<file path="config.mk">
export PLATFORM = sky130hd
export DESIGN_NAME = pinfilter_bank
export DESIGN_NICKNAME = d
export VERILOG_FILES = /design/src/rtl/pinfilter_bank.sv
export SDC_FILE = /design/constraint.sdc
export NUM_CORES = 1
export LEC_CHECK = 0
export BUFFER_PORTS_ARGS = -buffer_cell sky130_fd_sc_hd__buf_2
export CAP_MARGIN = 25
export CORE_MARGIN = 2
export CORE_UTILIZATION = 35
export DETAILED_ROUTE_END_ITERATION = 16
export PLACE_DENSITY = 0.67
export REMOVE_ABC_BUFFERS = 1
export SLEW_MARGIN = 5
export SYNTH_ARGS = -nofsm -noshare
export SYNTH_HDL_FRONTEND = slang
export SYNTH_SLANG_ARGS = --single-unit
</file>
<file path="constraint.sdc">
create_clock -name clk -period 1.65 [get_ports clk]
set_clock_uncertainty 0.1 [all_clocks]
set_input_delay 0.33 -clock clk [delete_from_list [all_inputs] [get_ports clk]]
set_output_delay 0.33 -clock clk [all_outputs]
set_load 0.005 [all_outputs]
</file>
<file path="src/rtl/pinfilter_bank.sv">
// pinfilter_bank: multi-channel GPIO noise filter and edge detector.
//
// Each of WIDTH raw pin lines passes through a two-flop synchroniser and a
// per-channel run counter. A channel commits a new filtered level only after
// DEPTH consecutive enabled samples that differ from its current level. Any
// enabled sample of the old level throws the partial run away.
//
// Parameters:
//   WIDTH     number of independent channels (1..32)
//   DEPTH     consecutive differing enabled samples needed to commit (1..256)
//   RESET_VAL level of synchroniser and dout after reset
//
// Ports:
//   clk        system clock, rising edge
//   reset_n    synchronous active-low reset
//   din        raw asynchronous pin levels
//   ena        sample strobe; counters and dout advance only when high
//   dout       filtered, registered levels
//   rise       one-clk strobe per channel on a committed 0->1
//   fall       one-clk strobe per channel on a committed 1->0
//   changed    registered OR of rise|fall (cleared on edges with ena low)
//   glitch_clr clears glitch_cnt (glitch counter build only)
//   glitch_cnt saturating count of enabled edges that rejected a glitch
//
// Optional feature macro: PINFILTER_GLITCH_CNT_EN. When undefined,
// glitch_cnt is tied to zero and glitch_clr is ignored.
module pinfilter_bank #(
  parameter int               WIDTH     = 8,
  parameter int               DEPTH     = 2,
  parameter logic [WIDTH-1:0] RESET_VAL = {WIDTH{1'b1}}
) (
  input  logic             clk,
  input  logic             reset_n,
  input  logic [WIDTH-1:0] din,
  input  logic             ena,
  output logic [WIDTH-1:0] dout,
  output logic [WIDTH-1:0] rise,
  output logic [WIDTH-1:0] fall,
  output logic             changed,
  input  logic             glitch_clr,
  output logic [15:0]      glitch_cnt
);

  localparam int CW = (DEPTH > 1) ? $clog2(DEPTH) : 1;
  // Count value at which the next differing enabled sample commits.
  localparam logic [CW-1:0] CNT_MAX = CW'(DEPTH - 1);

  logic [WIDTH-1:0] s1_q, s2_q;
  logic [WIDTH-1:0] dout_q, dout_d;
  logic [WIDTH-1:0] rise_q, rise_d;
  logic [WIDTH-1:0] fall_q, fall_d;
  logic             changed_q, changed_d;
  logic [CW-1:0]    cnt_q [WIDTH];
  logic [CW-1:0]    cnt_d [WIDTH];
  logic             glitch_any;

  always_comb begin
    dout_d     = dout_q;
    rise_d     = '0;
    fall_d     = '0;
    glitch_any = 1'b0;
    for (int i = 0; i < WIDTH; i++) begin
      cnt_d[i] = cnt_q[i];
      if (ena) begin
        if (s2_q[i] != dout_q[i]) begin
          if (cnt_q[i] == CNT_MAX) begin
            dout_d[i] = s2_q[i];
            cnt_d[i]  = '0;
            rise_d[i] = s2_q[i];
            fall_d[i] = ~s2_q[i];
          end else begin
            cnt_d[i] = cnt_q[i] + CW'(1);
          end
        end else begin
          // Sample matches the committed level: a non-zero run was noise.
          if (cnt_q[i] != '0) glitch_any = 1'b1;
          cnt_d[i] = '0;
        end
      end
    end
    // changed trails the strobes by one clk and, like them, is forced low
    // on edges where ena is low.
    changed_d = ena & (|(rise_q | fall_q));
  end

  always_ff @(posedge clk) begin
    if (!reset_n) begin
      s1_q      <= RESET_VAL;
      s2_q      <= RESET_VAL;
      dout_q    <= RESET_VAL;
      rise_q    <= '0;
      fall_q    <= '0;
      changed_q <= 1'b0;
      for (int i = 0; i < WIDTH; i++) cnt_q[i] <= '0;
    end else begin
      s1_q      <= din;
      s2_q      <= s1_q;
      dout_q    <= dout_d;
      rise_q    <= rise_d;
      fall_q    <= fall_d;
      changed_q <= changed_d;
      for (int i = 0; i < WIDTH; i++) cnt_q[i] <= cnt_d[i];
    end
  end

  assign dout    = dout_q;
  assign rise    = rise_q;
  assign fall    = fall_q;
  assign changed = changed_q;

`ifdef PINFILTER_GLITCH_CNT_EN
  logic [15:0] gcnt_q;

  // Clear wins over increment; the count sticks at all-ones.
  always_ff @(posedge clk) begin
    if (!reset_n) begin
      gcnt_q <= '0;
    end else if (glitch_clr) begin
      gcnt_q <= '0;
    end else if (glitch_any && (gcnt_q != 16'hFFFF)) begin
      gcnt_q <= gcnt_q + 16'd1;
    end
  end

  assign glitch_cnt = gcnt_q;
`else
  logic unused_glitch;
  assign unused_glitch = glitch_clr ^ glitch_any;
  assign glitch_cnt    = 16'h0000;
`endif

endmodule

</file>
; ---- After elaboration in Yosys (flattened, before gate mapping)
; Memories as Yosys holds them, arrays and structs flattened.
; Cells that the tools add are included.
[word_totals]
ff_bits = 41
mem_bits_rw = 8
inputBits = 12
n_memories = 1
[memory_table]
columns = memory, depth, width, rd, rd_clocked_by_memory_dff, wr, line
row1 = cnt_q, 8, 1, 8, 0, 8, 53  ; logic [CW-1:0] cnt_q [WIDTH];
[op_classes]
add_sub_neg = 8
n_eq_ne = 8
muxes = 34
bitwise_logic = 18
n_reduce_logical = 17
[ops]
columns = operator, count
row1 = 1-bit two-way mux, 34
row2 = 4-bit AND reduction, 8
row3 = 3-bit AND reduction, 8
row4 = "1-bit adder, second input constant", 8
row5 = 1-bit != test, 8
row6 = 1-bit NOT, 8
row7 = 1-bit bitwise OR, 8
row8 = 8-bit bitwise OR, 1
row9 = 8-bit OR reduction, 1
row10 = 1-bit bitwise AND, 1

; ---- Logic depth before layout (Yosys ltp)
; Gate-level depths: netlist of the first run.
; An unclocked memory read counts as a cell.
[logic_depth]
word_depth = 6
depth_mapped = 5
mapped_depth_nobuf = 3

; ---- Worst setup path after synthesis of the first run
; Ideal clock, no wire load.
[synth_path]
kind = input -> register
startpoint = in ena
endpoint = reg dout_q[0], in the netlist dout[0]
setup_ns = 0.137
arrival_time_ns = 0.770
t_required_ns = 1.413
setup_slack_ns = 0.643
path_stages = 5
n_path_buf = 2
path_cell_list = clkbuf_2 -> buf_6 -> nand2_1 -> nand2_1 -> nand3_1
[synth_between]
elab_chain_len = 1
[synth_rtl]
columns = item, line
row1 = "start, declared", 35  ; input logic ena,
row2 = 3-bit AND reduction (no line), --
row3 = "end signal, assigned", 98  ; dout_q <= dout_d;
row4 = "end, declared", 49  ; logic [WIDTH-1:0] dout_q, dout_d;
; Every way passes these cells.
; A chain may end at the register's enable or synchronous reset.

; ---- Worst setup path after layout of the first run
[layout_path]
startpoint = reg dout_q[2], in the netlist dout[2]
endpoint = out dout[2]
[layout_lines]
columns = item, line
row1 = "end, declared", 36  ; output logic [WIDTH-1:0] dout,
; No word-level cell between the ends.

==> results.py, run 1 <==
metrics = {
    "status": {
        "status": "finished, final reports clean",
    },
    "logic_synthesis": {
        "yosysUniqueCellTypes": 22,
        "synthMuxAreaShare_pct": 0,
        "avgSynthCellArea_um2": 9.98,
        "ys.warnings.count": 0,
        "ys_seq_elements": 49,
        "synthCells": 183,
        "synth_xor_area_share_pct": 3.84,
        "yosysSeqAreaShare_pct": 54.3,
        "post_synth_and_or_nand_nor_area_fraction_pct": 29.5,
        "synth-adder-area-share_pct": 0,
        "syn_area_um2": 1830,
        "synth_top_family_by_area": "simple AND/OR/NAND/NOR gates",
        "synth-compound-area-share_pct": 3.36,
    },
    "place": {
        "io_buffers": 35,
        "globalplace.congestion": 0.727,
        "dpl.hpwl_mm": 2.08,
        "pre_cts_ws_ns": 0.230,
    },
    "global_routing": {
        "antenna_found_initial": 0,
        "grt_pass1_wl_mm": 4.94,
        "grt_max_degree": 35,
        "grt-ovfl-total": 0,
        "grt_usage_pct": 10.7,
        "grt_pass1_vias": 1039,
    },
    "clock_network": {
        "clock_latency_ns": 0.30,
        "path_clk_slew_ns": 0.09,
        "cts_num_sinks": 49,
        "cts_buffer_depth": 2,
        "cts_buffers": 5,
        "cts.repair.resized": 0,
        "postCtsHoldBufs": 0,
        "ctsRootBufferMaster": "clkbuf_8",
        "postCtsSetupBuffers": 0,
        "cts_tree": "yes",
        "h-tree-depth": 2,
    },
    "worst_hold_path": {
        "whs_path_depth": 2,
        "hold_path.class": "input port to flop",
    },
    "critical_path": {
        "startpoint": "dout[2]$_SDFFE_PN1P_",
        "cp.arrival_ns": 0.85,
        "max_stage_delay_ns": 0.41,
        "crit_buf_inv": 1,
        "crit_chain": "buf_2",
        "cp-end-kind": "primary output",
        "required_ns": 1.22,
        "crit_fanout": 5,
        "rrSetupSlack_ns": 0.51,
        "setup.worst_path.end": "dout[2]",
        "cp_slowest_cell": "dfxtp_1",
        "timing.rr.start": "fall[1]$_SDFF_PN0_",
        "reg2reg_depth": 2,
        "rr_endpoint": "changed$_SDFF_PN0_",
        "path_depth": 1,
        "crit_type": "flop to primary output",
        "critical_path.top_delay_family": "flip-flops",
        "startpoint_type": "flop",
    },
    "power_and_ir_drop": {
        "pwr-share-comb_pct": 5.4,
        "p_leak_nw": 0.876,
        "swShare_pct": 21.0,
        "p_per_area_nw_per_um2": 1020,
        "peakVddDrop_v": 0.000407,
        "clkPwrFrac_pct": 37.2,
        "switchingPower_mw": 0.455,
        "seqPwrFrac_pct": 57.4,
        "p_int_mw": 1.71,
    },
    "layout": {
        "synthToLayoutAreaGrowth_pct": 16.2,
        "mostFrequentLayoutCells": "dfxtp_1, buf_2, nand2_1",
        "antenna_cells": 0,
        "nNetsFinal": 231,
        "drive_gt1_share_pct": 20.0,
        "final_common_cell": "dfxtp_1",
    },
    "die": {
        "die_area_um2": 5810,
        "initial_utilization_pct": 36.0,
        "num_rows": 26,
        "die_w_um": 76.2,
        "die_y_um": 76.2,
        "coreArea_um2": 5070,
        "io_pins": 53,
    },
    "sta": {
        "min_period_over_period_pct": 77.8,
        "slew_violations": 0,
        "finalSetupTns_ns": 0,
        "timing.final.hold_violations": 0,
        "rsz0062_at_grt": "no",
        "fmaxAchievable_ghz": 0.779,
        "fin_ws_ns": 0.366,
        "post-route-min-period_ns": 1.28,
        "setup_violations": 0,
    },
    "routing": {
        "drtIter0Drc": 41,
        "viasPerCell": 4.34,
        "ant_nets": 0,
        "drtPass1Iterations": 4,
        "drt_wl_total_mm": 3.02,
        "vias": 1258,
        "wl_per_cell_um": 10.4,
        "drc": 0,
    },
    "job": {
        "max_cap_violations": 0,
    },
}
-- how the worst min path moves through the flow --
stage	to	startpoint	slack (ns)
3_3_place_gp	s2_q[4]$_SDFF_PN1_	s1_q[4]$_SDFF_PN1_	0.29
4_1_cts	s1_q[5]$_SDFF_PN1_	din[5]	0.1
2_1_floorplan	s2_q[0]$_SDFF_PN1_	s1_q[0]$_SDFF_PN1_	0.29
6_report	s1_q[5]$_SDFF_PN1_	din[5]	0.10
5_1_grt	s1_q[7]$_SDFF_PN1_	din[7]	0.10
3_5_place_dp	s2_q[2]$_SDFF_PN1_	s1_q[2]$_SDFF_PN1_	0.29
-- power by group through the flow --
stage / logic [mW] / clock network (mW) / registers (mW)
final: 0.117 / 0.805 / 1.24
after global routing: 0.133 / 0.883 / 1.25
after CTS: 0.119 / 0.832 / 1.24
after global placement: 0.116 / 0 / 1.27
after floorplan: 0.0636 / 0 / 1.27
after detailed placement: 0.118 / 0 / 1.27
-- sequential cells by signal, summed over array words and instances (netlist names) --
signal	cells
cnt_q	8
dout	8
fall	8
rise	8
s1_q	8
s2_q	8
changed	1
-- cells in the mapped netlist --
library cell,count,share of area (%)
a21boi_0,1,0.41
a41oi_1,1,0.48
and2_1,1,0.34
buf_2,2,0.55
buf_4,17,7.0
buf_6,1,0.62
clkbuf_1,2,0.41
clkbuf_2,1,0.27
conb_1,1,0.21
dfxtp_1,48,53
edfxtp_1,1,1.6
nand2_1,25,5.1
nand2b_1,16,5.5
nand3_1,16,4.4
nand3b_1,1,0.41
nor2b_1,6,2.1
nor3b_1,23,9.5
nor4_1,4,1.4
o21a_1,6,2.5
or2b_1,2,0.82
xnor2_1,7,3.4
xor2_1,1,0.48
-- cells by family (layout without fill, tap and decap cells) --
logic type             Yosys count  in the layout
AND/OR/NAND/NOR                 94             94
flip-flops                      49             49
buffers and inverters           23             45
AO/OA/AOI/OAI                    8              8
XOR/XNOR                         8              8
other                            1             16
-- cell type report --
class	count	area (µm²)
repair buffers	37	203
clock buffers	8	111
well taps	70	87.6
fillers	530	2950
multi-input cells	126	729
flip-flops and latches	49	991
-- per-stage QoR --
step	power [mW]	std cells	utilization [%]	cell area (µm²)	hold WS, ns
detailed placement	1.39	282	39.6	2010	0.292
floorplan	1.33	175	-	1720	0.286
global route	2.27	290	41.8	2120	0.102
CTS	2.19	290	41.8	2120	0.0979
global placement	1.39	282	39.6	2010	0.289
finish	2.16	290	41.8	2120	0.104
-- layer usage --
| layer | wire length, µm | vias to the layer above | GRT usage (%) |
|---|---|---|---|
| li1 | - | 646 | - |
| met1 | 1400 | 569 | 14.0 |
| met2 | 1400 | 38 | 16.1 |
| met3 | 162 | 5 | 3.44 |
| met4 | 48 | 0 | 4.91 |
| met5 | 0 | - | 0 |
(Power assumes the default switching activity.)
==> run 2: changes to the inputs <==
- ABC_AREA: not set -> 1
- PLACE_DENSITY: 0.67 -> 0.66
- clock period: 1.65 -> 1.2 ns (I/O delays scaled with it)
==> run 2 against run 1 <==
Against the previous run:
- hold slack got worse by 0.080 ns
- sequential power increased by 37%
- global-route usage grew 0.89 points
- area after synthesis is 5.8% higher
- flip-flop and latch count unchanged
- total power up 27%
- non-clock buffer count is 3 higher
- critical endpoint unchanged
- largest power group unchanged
- highest routed layer unchanged
==> results.py, run 2 <==
metrics = {
    "status": {
        "status": "finished, final reports clean",
    },
    "routing": {
        "drt_wl_total_mm": 3.27,
        "drtPass1Iterations": 4,
        "vias": 1408,
        "wl_per_cell_um": 9.74,
        "drtIter0Drc": 61,
        "ant_nets": 0,
        "drc": 0,
        "viasPerCell": 4.19,
    },
    "logic_synthesis": {
        "yosysUniqueCellTypes": 28,
        "ys.warnings.count": 0,
        "synth_edf_count": 1,
        "synth_area_leaders": "dfxtp_1, inv_1, buf_4, or2_2, nand2_1",
        "synth_common_cells": "dfxtp_1, inv_1, nand2_1, nor2_1, buf_4",
        "synth_most_common_cell": "dfxtp_1",
        "synth.top_cell.area_share_pct": 49.8,
        "async_reset_ff_share_pct": 0,
        "ys.flop_type": "dfxtp_1",
        "synth_top_area_cell": "dfxtp_1",
        "synthCells": 222,
        "avgSynthCellArea_um2": 8.70,
        "ys_seq_elements": 49,
        "syn_area_um2": 1930,
        "yosysSeqAreaShare_pct": 51.3,
    },
    "place": {
        "postPlaceCellArea_um2": 2130,
        "io_buffers": 35,
        "dp_cells": 328,
        "globalplace.congestion": 0.734,
        "dpl.hpwl_mm": 2.46,
    },
    "sta": {
        "timing.final.hold_violations": 0,
        "setup_violations": 0,
        "finalSetupTns_ns": 0,
        "fmaxAchievable_ghz": 0.874,
        "min_period_over_period_pct": 95.3,
        "rsz0062_at_grt": "no",
        "post-route-min-period_ns": 1.14,
        "slew_violations": 0,
    },
    "global_routing": {
        "grt_pass1_vias": 1285,
        "grt_pass1_wl_mm": 5.53,
        "grt-ovfl-total": 0,
        "grt_usage_pct": 11.6,
        "grt_max_degree": 18,
        "antenna_found_initial": 0,
    },
    "critical_path": {
        "path_depth": 1,
        "critical_path.top_delay_family": "flip-flops",
        "cp_slowest_cell": "dfxtp_1",
        "crit_type": "flop to primary output",
        "max_stage_delay_ns": 0.38,
        "crit_chain": "buf_2",
        "cp.arrival_ns": 0.80,
        "rrSetupSlack_ns": 0.18,
        "crit_fanout": 4,
        "startpoint_type": "flop",
        "reg2reg_depth": 4,
        "required_ns": 0.86,
        "cp-end-kind": "primary output",
        "crit_buf_inv": 1,
    },
    "die": {
        "die_area_um2": 6130,
        "coreArea_um2": 5410,
        "initial_utilization_pct": 35.7,
        "io_pins": 53,
        "die_w_um": 78.3,
        "die_y_um": 78.3,
        "num_rows": 27,
    },
    "layout": {
        "drive_gt1_share_pct": 31.1,
        "final_common_cell": "dfxtp_1",
        "num-fill-cells": 563,
        "synthToLayoutAreaGrowth_pct": 14.6,
        "finalNonFillerCells": 336,
        "mostFrequentLayoutCells": "dfxtp_1, buf_2, inv_1",
        "antenna_cells": 0,
        "nNetsFinal": 275,
        "finish.instance_area_um2": 2210,
    },
    "clock_network": {
        "cts_buffers": 5,
        "cts_tree": "yes",
        "clock_latency_ns": 0.29,
        "path_clk_slew_ns": 0.08,
        "h-tree-depth": 2,
        "cts_num_sinks": 49,
        "cts_buffer_depth": 2,
        "ctsRootBufferMaster": "clkbuf_8",
    },
    "worst_hold_path": {
        "hold_path.class": "input port to flop",
        "whs_path_depth": 2,
    },
    "power_and_ir_drop": {
        "p_leak_nw": 1.19,
        "peakVddDrop_v": 0.000579,
        "p_per_area_nw_per_um2": 1250,
    },
    "job": {
        "max_cap_violations": 0,
    },
}
==> run 2: per-stage QoR <==
step	hold WS, ns	power, mW	util, %	worst slack (ns)
global route	0.00905	2.90	40.9	0.0128
floorplan	0.224	1.81	-	0.273
finish	0.0241	2.76	40.9	0.0559
global placement	0.289	1.88	39.3	0.0789
CTS	0.0132	2.80	40.8	0.00239
detailed placement	0.293	1.89	39.3	0.0556
==> run 2: cell families (layout without fill, tap and decap cells) <==
group                  after synthesis  after routing  share of synthesized area (%)
other                                1             16                          0.194
flip-flops                          49             49                           51.3
buffers and inverters               58             85                           15.7
XOR/XNOR                             1              1                          0.454
AND/OR/NAND/NOR                     87             87                           23.7
AO/OA/AOI/OAI                       26             26                           8.62
==> run 2: cell type report <==
cell class	count	area, µm²	share of cell area, %
sequential	49	998	45.1
timing repair buffer	40	213	9.61
tap	72	90.1	4.07
clock buffer	8	80.1	3.62
multi-input combinational	130	692	31.3
inverter	37	140	6.33
==> run 2: where the power goes <==
group | internal [mW] | switching (mW)
sequential | 1.67 | 0.0265
clock | 0.415 | 0.497
combinational | 0.0606 | 0.0910
==> run 2: per-layer routing <==
| layer | GRT usage, % | vias up | share of wire [%] |
|---|---|---|---|
| met2 | 20.3 | 27 | 49 |
| met4 | 5.26 | 0 | 1.1 |
| li1 | - | 746 | - |
| met1 | 12.4 | 631 | 44 |
| met3 | 4.37 | 4 | 5.3 |
| met5 | 0 | - | 0 |
==> run 2: final timing paths <==
kind | start | endpoint
worst min register to register | s1_q[3]$_SDFF_PN1_ | s2_q[3]$_SDFF_PN1_
worst max register to register | s2_q[4]$_SDFF_PN1_ | dout[4]$_SDFFE_PN1P_
worst max-delay path | dout[2]$_SDFFE_PN1P_ | dout[2]
worst min-delay path | din[4] | s1_q[4]$_SDFF_PN1_
==> run 2: what timing repair did <==
action                     4_1_cts  5_1_grt
gates resized for setup          0        6
hold buffers                     0        0
setup endpoints to repair        0        6
buffers inserted                 0        0
